$ cat src/rtl/fb_write_ctrl_pkg.sv
// fb_write_ctrl_pkg: shared widths and FSM encoding for the framebuffer write controller
package fb_write_ctrl_pkg;
  localparam int COLOR_W = 24;
  localparam int COORD_W = 16;
  typedef enum logic [1:0] {IDLE, WRITE, WAIT, CLEAR} state_t;
endpackage

$ cat src/rtl/fb_write_ctrl_pixel_fifo.sv
// fb_write_ctrl_pixel_fifo: synchronous FIFO of precomputed {address, colour} entries with flush
module fb_write_ctrl_pixel_fifo #(
  parameter int DEPTH = 8,
  parameter int W     = 43
) (
  input  logic                     clk,
  input  logic                     rst,
  input  logic                     push,
  input  logic                     pop,
  input  logic                     flush,
  input  logic [W-1:0]             din,
  output logic [W-1:0]             dout,
  output logic                     full,
  output logic                     empty,
  output logic [$clog2(DEPTH):0]   count
);
  localparam int AW = $clog2(DEPTH);
  localparam int CW = AW + 1;
  logic [W-1:0]  mem_q [DEPTH];
  logic [AW-1:0] wp_q, rp_q;
  logic [CW-1:0] cnt_q;
  assign dout  = mem_q[rp_q];
  assign count = cnt_q;
  assign full  = cnt_q == CW'(DEPTH);
  assign empty = cnt_q == '0;
  always_ff @(posedge clk)
    if (push) mem_q[wp_q] <= din;
  // A flush drops everything queued but keeps a same-cycle push as the new head.
  always_ff @(posedge clk or negedge rst)
    if (!rst) begin
      wp_q  <= '0;
      rp_q  <= '0;
      cnt_q <= '0;
    end else begin
      wp_q  <= wp_q + AW'(push);
      rp_q  <= flush ? wp_q : rp_q + AW'(pop);
      cnt_q <= flush ? CW'(push) : cnt_q + CW'(push) - CW'(pop);
    end
endmodule

$ cat src/rtl/fb_write_ctrl.sv
// fb_write_ctrl: clips and queues pixels, writes them to the framebuffer via req/ack, clears on frame_start
module fb_write_ctrl
  import fb_write_ctrl_pkg::*;
#(
  parameter int                 H_RES    = 640,
  parameter int                 V_RES    = 480,
  parameter int                 ADDR_W   = 19,
  parameter int                 DEPTH    = 8,
  parameter logic [COLOR_W-1:0] BG_COLOR = '0
) (
  input  logic               clk,
  input  logic               rst,
  input  logic               frame_start,
  input  logic [COORD_W-1:0] pixel_x,
  input  logic [COORD_W-1:0] pixel_y,
  input  logic [COLOR_W-1:0] color,
  input  logic               pix_valid,
  output logic               pix_ready,
  output logic [ADDR_W-1:0]  mem_addr,
  output logic [COLOR_W-1:0] mem_data,
  output logic               mem_we,
  input  logic               mem_ack,
  output logic               busy,
  output logic [7:0]         drop_cnt
);
  localparam int CW = $clog2(DEPTH) + 1;
  localparam int FW = ADDR_W + COLOR_W;
  localparam logic [ADDR_W-1:0]  LAST = ADDR_W'(H_RES * V_RES - 1);
  localparam logic [COORD_W-1:0] HR   = COORD_W'(H_RES);
  localparam logic [COORD_W-1:0] VR   = COORD_W'(V_RES);
  state_t             state_q, state_d;
  logic [ADDR_W-1:0]  addr_q, addr_d;
  logic [COLOR_W-1:0] data_q, data_d;
  logic               we_q, we_d, pend_q, pend_d, ready_q, ready_d, clr;
  logic [7:0]         drop_q, drop_d;
  logic               in_b, acc, push, pop, full, empty;
  logic [CW-1:0]      count, cnt_nx;
  logic [FW-1:0]      din, dout;
  assign in_b   = pixel_x < HR && pixel_y < VR;
  assign acc    = pix_valid && ready_q;
  assign push   = acc && in_b && !full;
  assign pop    = state_q == WRITE && !empty;
  assign din    = {ADDR_W'(pixel_y) * ADDR_W'(H_RES) + ADDR_W'(pixel_x), color};
  assign cnt_nx = frame_start ? CW'(push) : count + CW'(push) - CW'(pop);
  assign ready_d = cnt_nx < CW'(DEPTH);
  assign drop_d  = (acc && !in_b && drop_q != 8'hFF) ? drop_q + 8'd1 : drop_q;
  fb_write_ctrl_pixel_fifo #(.DEPTH(DEPTH), .W(FW)) u_fifo (
    .clk  (clk),
    .rst  (rst),
    .push (push),
    .pop  (pop),
    .flush(frame_start),
    .din  (din),
    .dout (dout),
    .full (full),
    .empty(empty),
    .count(count)
  );
  // clr (re)starts the clear at address 0; it overrides whatever the state chose.
  always_comb begin
    state_d = state_q;
    addr_d  = addr_q;
    data_d  = data_q;
    we_d    = we_q;
    pend_d  = pend_q || frame_start;
    clr     = 1'b0;
    case (state_q)
      IDLE: begin
        clr     = frame_start;
        state_d = empty ? IDLE : WRITE;
      end
      WRITE: begin
        {addr_d, data_d} = dout;
        we_d    = 1'b1;
        state_d = WAIT;
      end
      WAIT: if (mem_ack) begin
        clr     = pend_d;
        we_d    = 1'b0;
        state_d = empty ? IDLE : WRITE;
      end
      CLEAR: if (mem_ack) begin
        clr     = pend_d;
        addr_d  = addr_q == LAST ? addr_q : addr_q + 1'b1;
        we_d    = addr_q != LAST;
        state_d = addr_q != LAST ? CLEAR : empty ? IDLE : WRITE;
      end
      default: state_d = IDLE;
    endcase
    if (clr) begin
      state_d = CLEAR;
      addr_d  = '0;
      data_d  = BG_COLOR;
      we_d    = 1'b1;
      pend_d  = 1'b0;
    end
  end
  always_ff @(posedge clk or negedge rst)
    if (!rst) begin
      state_q <= IDLE;
      addr_q  <= '0;
      data_q  <= '0;
      we_q    <= 1'b0;
      pend_q  <= 1'b0;
      ready_q <= 1'b0;
      drop_q  <= '0;
    end else begin
      state_q <= state_d;
      addr_q  <= addr_d;
      data_q  <= data_d;
      we_q    <= we_d;
      pend_q  <= pend_d;
      ready_q <= ready_d;
      drop_q  <= drop_d;
    end
  assign pix_ready = ready_q;
  assign mem_addr  = addr_q;
  assign mem_data  = data_q;
  assign mem_we    = we_q;
  assign busy      = state_q == CLEAR;
  assign drop_cnt  = drop_q;
endmodule

$ cat config.mk
export PLATFORM = sky130hd
export DESIGN_NAME = fb_write_ctrl
export DESIGN_NICKNAME = d
export VERILOG_FILES = /design/src/rtl/fb_write_ctrl_pkg.sv /design/src/rtl/fb_write_ctrl_pixel_fifo.sv /design/src/rtl/fb_write_ctrl.sv
export SDC_FILE = /design/constraint.sdc
export NUM_CORES = 1
export LEC_CHECK = 0
export ABC_AREA = 1
export ABC_CLOCK_PERIOD_IN_PS = 9280
export CAP_MARGIN = 20
export CORE_ASPECT_RATIO = 0.9
export CORE_UTILIZATION = 35
export DETAILED_ROUTE_END_ITERATION = 12
export HOLD_SLACK_MARGIN = 0.02
export PLACE_DENSITY = 0.61
export SYNTH_ARGS = -nofsm -noshare
export SYNTH_HDL_FRONTEND = slang
export SYNTH_SLANG_ARGS = --single-unit
export TNS_END_PERCENT = 1
$ cat constraint.sdc
create_clock -name clk -period 9.28 [get_ports clk]
set_clock_uncertainty 0.1 [all_clocks]
set_input_delay 1.392 -clock clk [delete_from_list [all_inputs] [get_ports clk]]
set_output_delay 1.392 -clock clk [all_outputs]
set_load 0.01 [all_outputs]
==> results of run 1 <==
-- cell type report --
type,instances,area (sq um)
Antenna cell,2,5.00
Clock buffer,58,1160
Clock inverter,22,206
Fill cell,4716,29400
Inverter,78,298
Multi-Input combinational cell,1033,5330
Sequential cell,410,12000
Tap cell,680,851
Timing Repair Buffer,128,1240
-- cells by family (layout without fill, tap and decap cells) --
kind of cell | after synthesis | after routing | share of synthesized area, %
AOI/OAI and AO/OA | 216 | 216 | 7.43
xor gates and xnor gates | 26 | 26 | 1.27
adders and majority gates | 46 | 46 | 3.34
buffers and inverters | 156 | 286 | 3.72
DFF | 410 | 410 | 66.9
other | 0 | 2 | 0
and+or+nand+nor | 745 | 745 | 17.4
-- flip-flops by register name (all words and copies together), names as in the netlist --
register and flops:
u_fifo.mem_q 344, mem_data 24, mem_addr 19, drop_cnt 8, u_fifo.count 4, u_fifo.rp_q 3
u_fifo.wp_q 3, state_q 2, mem_we 1, pend_q 1, pix_ready 1
-- synth_stat cells --
master                     number
sky130_fd_sc_hd__a21o_1         3
sky130_fd_sc_hd__a21oi_1       25
sky130_fd_sc_hd__a21oi_4        3
sky130_fd_sc_hd__a31oi_1        5
sky130_fd_sc_hd__and2_1         1
sky130_fd_sc_hd__buf_1          5
sky130_fd_sc_hd__buf_2         31
sky130_fd_sc_hd__buf_4          3
sky130_fd_sc_hd__buf_6          4
sky130_fd_sc_hd__clkbuf_1      35
sky130_fd_sc_hd__clkinv_1       1
sky130_fd_sc_hd__dfrtp_1       66
sky130_fd_sc_hd__edfxtp_1     344
sky130_fd_sc_hd__fa_1           3
sky130_fd_sc_hd__ha_1          43
sky130_fd_sc_hd__inv_1         73
sky130_fd_sc_hd__inv_2          4
sky130_fd_sc_hd__nand2_1      376
sky130_fd_sc_hd__nand2_2        3
sky130_fd_sc_hd__nand3_1      184
sky130_fd_sc_hd__nand3_2        2
sky130_fd_sc_hd__nand3b_1       5
sky130_fd_sc_hd__nand4_1        4
sky130_fd_sc_hd__nor2_1       153
sky130_fd_sc_hd__nor2_2         2
sky130_fd_sc_hd__nor3_1        11
sky130_fd_sc_hd__nor3b_1        2
sky130_fd_sc_hd__nor4_1         1
sky130_fd_sc_hd__o21a_1         1
sky130_fd_sc_hd__o21ai_0      122
sky130_fd_sc_hd__o21ai_1        3
sky130_fd_sc_hd__o21ai_2        4
sky130_fd_sc_hd__o21bai_1       2
sky130_fd_sc_hd__o221ai_1      48
sky130_fd_sc_hd__or2_2          1
sky130_fd_sc_hd__xnor2_1       11
sky130_fd_sc_hd__xor2_1        15
-- worst max-delay path, delay by kind of cell --
kind / cells / cell delay (ns)
AO/OA/AOI/OAI: 1 / 0.36
AND/OR/NAND/NOR: 4 / 0.48
XOR/XNOR: 2 / 0.54
buffers and inverters: 2 / 0.52
adder cells (fa/ha/maj): 4 / 1.27
-- routing by layer --
layer | track usage [%] | vias to the layer above | wire (um)
li1 | - | 5825 | -
met1 | 22.8 | 5911 | 19600
met2 | 27.0 | 316 | 20200
met3 | 4.46 | 62 | 3040
met4 | 4.48 | 6 | 824
met5 | 0 | - | 39
-- metrics by stage --
step           total power [mW]  instance area [sq um]
2_1_floorplan              3.50                  17900
3_3_place_gp               4.08                  19700
3_5_place_dp               4.12                  19700
4_1_cts                    5.81                  21100
5_1_grt                    6.11                  21100
6_report                   5.76                  21100
-- power groups by stage --
stage | Sequential [mW] | Clock [mW] | Combinational [mW]
global route | 2.38 | 1.79 | 1.94
finish | 2.36 | 1.68 | 1.72
detailed placement | 2.40 | 0 | 1.72
CTS | 2.36 | 1.72 | 1.73
floorplan | 2.35 | 0 | 1.16
global placement | 2.39 | 0 | 1.69
-- worst max-delay path by stage --
stage | start | endpoint | slack, ns | cells after the start
2_1_floorplan | pixel_y[9] | u_fifo.mem_q[0][0]$_DFFE_PP_ | 4.87 | 6
3_3_place_gp | pixel_y[1] | u_fifo.mem_q[6][40]$_DFFE_PP_ | 4.45 | 13
3_5_place_dp | pixel_y[1] | u_fifo.mem_q[7][40]$_DFFE_PP_ | 4.38 | 13
4_1_cts | pixel_y[1] | u_fifo.mem_q[2][40]$_DFFE_PP_ | 4.93 | 13
5_1_grt | pixel_y[1] | u_fifo.mem_q[1][40]$_DFFE_PP_ | 4.73 | 13
6_report | pixel_y[3] | u_fifo.mem_q[1][40]$_DFFE_PP_ | 4.92 | 13
==> flow_metrics.py, run 1 <==
metrics = {
    "clock_network": {
        "ctsHoldBuffers": 0,
        "cts_htree_levels": 2,
        "clk_root_buffer_cell": "sky130_fd_sc_hd__clkbuf_16",
        "post_cts_buffers": 0,
        "cts.sinks": 410,
        "cts-buffers-inserted": 44,
        "clock_latency_ns": 0.57,
        "cts_tree": "done",
        "postCtsResizedCells": 0,
        "path_clk_slew_ns": 0.06,
        "ctsLongestPathBuffers": 3,
    },
    "finish": {
        "share_of_layout_cells_above_drive_strength_1_pct": 6.42,
        "most_common_cell_after_layout_fill_and_taps_aside": "sky130_fd_sc_hd__nand2_1",
        "post_layout_nonfiller_instances": 2411,
        "postLayoutCoreUtil_pct": 41.8,
        "synthToLayoutAreaGrowth_pct": 17.7,
        "design.final.nets": 1802,
        "layout.cells.most_common_list": "sky130_fd_sc_hd__nand2_1, sky130_fd_sc_hd__edfxtp_1, sky130_fd_sc_hd__nand3_1",
    },
    "floorplanning": {
        "starting_density_pct": 35.5,
        "boundaryPins": 115,
        "design.core.area_sq_mm": 0.0505,
        "floorplan.die_area_sq_mm": 0.0521,
        "die_y_um": 217,
        "standard_cell_rows": 78,
        "chip_width_um": 240,
    },
    "timing": {
        "drv_slew": 0,
        "max_slew.worst_pin.slew_ns": 1.10,
        "grt_setup_unrepaired": "no",
        "period_needed_ns": 4.36,
        "fin_setup_tns_ns": 0,
        "hold_viol_final": 0,
        "worst_hold_slack_ns": 0.381,
        "period_share_pct": 46.9,
        "timing.slew.headroom_pct": 26.4,
        "finalSetupViolCount": 0,
        "max_freq_mhz": 230,
        "post-route-worst-setup-slack_ns": 4.92,
    },
    "drt": {
        "antenna_left": 0,
        "drt_wl_total_um": 43700,
        "wl_per_cell_um": 18.1,
        "dr_total_vias": 12100,
        "detail_route.drc_violations": 0,
        "dr.first_iter.drc_count": 1121,
        "drt_pre_antenna_iters": 6,
        "route.detailed.vias_per_inst": 5.03,
    },
    "power": {
        "switching_share_pct": 34.6,
        "sequentialPowerShare_pct": 41.0,
        "clock_power_share_pct": 29.2,
        "powerDensity_mw_per_mm2": 273,
        "internal_power_mw": 3.77,
        "share_comb_of_total_power_pct": 29.8,
        "power.leakage_nw": 7.78,
        "net_switching_power_mw": 1.99,
        "ir_drop_mv": 0.139,
    },
    "synthesis": {
        "mappedNetlistArea_sq_mm": 0.0179,
        "post_synth_inst_count": 1599,
        "yosys_register_bits": 410,
        "yosys-top-cells-area": "sky130_fd_sc_hd__edfxtp_1, sky130_fd_sc_hd__dfrtp_1, sky130_fd_sc_hd__nand2_1, sky130_fd_sc_hd__nand3_1, sky130_fd_sc_hd__o21ai_0",
        "total_nets_after_synthesis": 1706,
        "ys.warnings.count": 0,
        "ys_seq_area_share_pct": 66.9,
        "syn-mean-instance-area_sq_um": 11.2,
        "synthDominantAreaCellType": "sky130_fd_sc_hd__edfxtp_1",
        "yosysTopAreaCellShare_pct": 57.7,
        "synth_cell_type_count": 37,
    },
    "placement": {
        "numPlacedInstances": 2329,
        "pre_cts_slack_ns": 4.38,
        "finalWeightedCongestion": 0.826,
        "port_buffers": 114,
        "dp.final_hpwl_um": 24100,
    },
    "job": {
        "timing.max_cap.violations": 0,
    },
    "critical_path": {
        "crit_path_end_kind": "flip-flop",
        "timing.critical_path.required_ns": 9.48,
        "arrival_time_at_the_worst_endpoint_ns": 4.55,
        "cpMaxStageDelayCell": "sky130_fd_sc_hd__clkdlybuf4s50_1",
        "critical_path.most_common_cell": "sky130_fd_sc_hd__ha_1",
        "reg_to_reg_end": "mem_addr[13]$_DFFE_PN0P_",
        "critical_path.cell_chain": "clkdlybuf4s50_1 > ha_1 > ha_1 > inv_1 > fa_1 > o21ai_0 > xor2_1 > ha_1 > nand2_1 > nor2_1 > nand3_1 > nand3_1 > xor2_1",
        "crit_path_max_fanout": 8,
        "worst-r2r-setup-slack_ns": 5.58,
        "setup_cp_type": "input port to flip-flop",
        "r2r_start": "u_fifo.rp_q[0]$_DFF_PN0_",
        "worst_path_largest_cell_delay_ns": 0.46,
        "reg2regPathDepth": 10,
        "start_kind": "input port",
    },
    "global_route": {
        "via_count_of_the_first_global_routing_pass": 11900,
        "global_route.usage.total_pct": 17.0,
        "antenna_found_initial": 5,
        "wire_length_of_the_first_global_routing_pass_um": 67600,
        "grt_overflow_total": 0,
        "maximum_number_of_pins_on_one_net_before_global_route_repair": 97,
    },
    "worst_hold_path": {
        "worst_hold_startpoint": "mem_data[0]$_DFFE_PN0P_",
        "hold_depth": 2,
        "hold_end": "mem_data[0]$_DFFE_PN0P_",
        "timing.hold.worst.class": "flip-flop to flip-flop",
    },
    "status": {
        "result_of_the_run": "complete, no violations",
    },
}
No activity file was read; power rests on OpenSTA's default activity.
==> run 2, diff against run 1 <==
Settings changed: ABC_CLOCK_PERIOD_IN_PS 9280 to 3510, PLACE_DENSITY 0.61 to 0.63.
Clock period 9.28 ns to 3.51 ns, I/O delays scaled along.
==> flow_metrics.py, run 2 (synthesized netlist as in run 1, its figures left out) <==
metrics = {
    "timing": {
        "timing.slew.headroom_pct": 27.2,
        "period_needed_ns": 3.22,
        "hold_viol_final": 0,
        "max_freq_mhz": 310,
        "drv_slew": 0,
        "finalSetupViolCount": 0,
        "fin_setup_tns_ns": 0,
        "grt_setup_unrepaired": "no",
        "max_slew.worst_pin.slew_ns": 1.09,
        "period_share_pct": 91.8,
    },
    "floorplanning": {
        "die_y_um": 217,
        "standard_cell_rows": 78,
        "design.core.area_sq_mm": 0.0505,
        "floorplan.die_area_sq_mm": 0.0521,
        "boundaryPins": 115,
        "starting_density_pct": 35.5,
        "chip_width_um": 240,
    },
    "finish": {
        "registers.top_by_ff_count": "u_fifo.mem_q",
        "post_layout_nonfiller_instances": 2461,
        "share_of_layout_cells_above_drive_strength_1_pct": 8.99,
        "filler_cell_count": 4618,
        "design.final.nets": 1853,
        "layout.cells.most_common_list": "sky130_fd_sc_hd__nand2_1, sky130_fd_sc_hd__edfxtp_1, sky130_fd_sc_hd__nand3_1",
        "most_common_cell_after_layout_fill_and_taps_aside": "sky130_fd_sc_hd__nand2_1",
        "largest_register_ff_count": 344,
        "postLayoutCoreUtil_pct": 43.1,
        "postLayoutCellArea_sq_mm": 0.0217,
        "synthToLayoutAreaGrowth_pct": 21.3,
    },
    "critical_path": {
        "reg2regPathDepth": 8,
        "cpMaxStageDelayCell": "sky130_fd_sc_hd__xor2_1",
        "worst-r2r-setup-slack_ns": 1.02,
        "critPathLaunch": "pixel_y[1]",
        "start_kind": "input port",
        "setup_cp_type": "input port to flip-flop",
        "crit_path_end_kind": "flip-flop",
        "timing.critical_path.required_ns": 3.69,
        "critical_path.cell_chain": "clkdlybuf4s50_1 > ha_1 > ha_1 > inv_1 > fa_1 > o21ai_1 > xor2_1 > ha_1 > nand2_1 > inv_1 > nand3_1 > nand3_1 > xor2_1",
        "worst_path_largest_cell_delay_ns": 0.51,
        "crit_path_max_fanout": 8,
        "reg_to_reg_end": "mem_addr[4]$_DFFE_PN0P_",
        "r2r_start": "u_fifo.rp_q[1]$_DFF_PN0_",
        "arrival_time_at_the_worst_endpoint_ns": 3.40,
        "critical_path.most_common_cell": "sky130_fd_sc_hd__ha_1",
    },
    "power": {
        "powerDensity_mw_per_mm2": 709,
        "ir_drop_mv": 0.334,
        "power.leakage_nw": 8.10,
    },
    "clock_network": {
        "path_clk_slew_ns": 0.06,
        "cts-buffers-inserted": 43,
        "cts_tree": "done",
        "ctsLongestPathBuffers": 3,
        "cts.sinks": 410,
        "post_cts_buffers": 0,
        "clk_root_buffer_cell": "sky130_fd_sc_hd__clkbuf_16",
        "cts_htree_levels": 2,
        "clock_latency_ns": 0.57,
    },
    "drt": {
        "route.detailed.vias_per_inst": 5.04,
        "dr.first_iter.drc_count": 1017,
        "drt_wl_total_um": 44500,
        "detail_route.drc_violations": 0,
        "drt_pre_antenna_iters": 5,
        "wl_per_cell_um": 18.1,
        "antenna_left": 0,
        "dr_total_vias": 12400,
    },
    "status": {
        "result_of_the_run": "complete, no violations",
    },
    "global_route": {
        "grt_overflow_total": 0,
        "antenna_found_initial": 4,
        "via_count_of_the_first_global_routing_pass": 11900,
        "global_route.usage.total_pct": 17.2,
        "wire_length_of_the_first_global_routing_pass_um": 69200,
        "maximum_number_of_pins_on_one_net_before_global_route_repair": 99,
    },
    "placement": {
        "finalWeightedCongestion": 0.852,
        "port_buffers": 114,
        "dp.final_hpwl_um": 27000,
        "dpl_cell_area_sq_mm": 0.0203,
        "numPlacedInstances": 2379,
    },
    "worst_hold_path": {
        "timing.hold.worst.class": "input port to asynchronous set/reset pin",
    },
    "job": {
        "timing.max_cap.violations": 0,
    },
}
==> run 2: cell types whose count changed in the layout (fill, tap and decap cells not counted), moves of 2 or more <==
cell                         previous run  this run
sky130_fd_sc_hd__clkinv_2               9         7
sky130_fd_sc_hd__inv_16                 0         2
sky130_fd_sc_hd__buf_12                 0        17
sky130_fd_sc_hd__clkinvlp_4             3         1
sky130_fd_sc_hd__buf_4                 15        48
==> run 2: through the flow <==
| stage | worst slack (ns) | hold WS, ns | power, mW |
|---|---|---|---|
| after floorplan | -0.0390 | 0.131 | 9.26 |
| after global placement | -0.293 | 0.363 | 10.9 |
| after detailed placement | -0.374 | 0.374 | 11.0 |
| after CTS | 0.173 | 0.0366 | 15.5 |
| after global routing | 0.0555 | 0.389 | 16.3 |
| final | 0.288 | 0.345 | 15.4 |
==> run 2: final cells by class <==
type	instances	area (sq um)	area share, %
repair buffers	180	1870	8.60
multi-input cells	1033	5340	24.6
well taps	680	851	3.91
diodes	1	2.50	0.0115
clock inverters	20	230	1.06
flip-flops and latches	410	12000	55.2
clock buffers	59	1160	5.32
inverters	78	295	1.36
==> run 2: worst max path at each step <==
| stage | endpoint | slack [ns] |
|---|---|---|
| global placement | u_fifo.mem_q[4][40]$_DFFE_PP_ | -0.29 |
| CTS | u_fifo.mem_q[2][40]$_DFFE_PP_ | 0.17 |
| floorplan | u_fifo.mem_q[0][0]$_DFFE_PP_ | -0.04 |
| detailed placement | u_fifo.mem_q[5][40]$_DFFE_PP_ | -0.37 |
| finish | u_fifo.mem_q[2][39]$_DFFE_PP_ | 0.29 |
| global route | u_fifo.mem_q[6][42]$_DFFE_PP_ | 0.06 |
==> run 2: power breakdown <==
group | total, mW | switching [mW] | internal (mW)
combinational | 4.83 | 3.08 | 1.75
sequential | 6.09 | 0.338 | 5.75
clock | 4.48 | 1.86 | 2.62
==> run 2: critical path: cells and delay by family <==
family	cells	cell delay, ns
adder cells (fa/ha/maj)	4	1.22
XOR/XNOR	2	0.61
buffers and inverters	3	0.55
AND/OR/NAND/NOR	3	0.27
AO/OA/AOI/OAI	1	0.23
==> run 2: layer usage <==
metal | routed length, um | global-route usage (%) | vias up
met1 | 20500 | 24.5 | 6081
met2 | 20600 | 26.9 | 332
met3 | 2650 | 3.26 | 51
li1 | - | - | 5933
met4 | 697 | 4.42 | 6
met5 | 39 | 0 | -
==> run 2: repair_timing <==
action / in CTS / in global routing
setup endpoints to repair: 0 / 24
hold endpoints to repair: 0 / 28
gates resized for setup: 0 / 3
hold buffers: 0 / 1
==> run 3, diff against run 2 <==
Settings changed: SKIP_CTS_REPAIR_TIMING from default to 1.
==> results of run 3 <==
The final DEF is identical to that of run 2; final timing and power are the same.
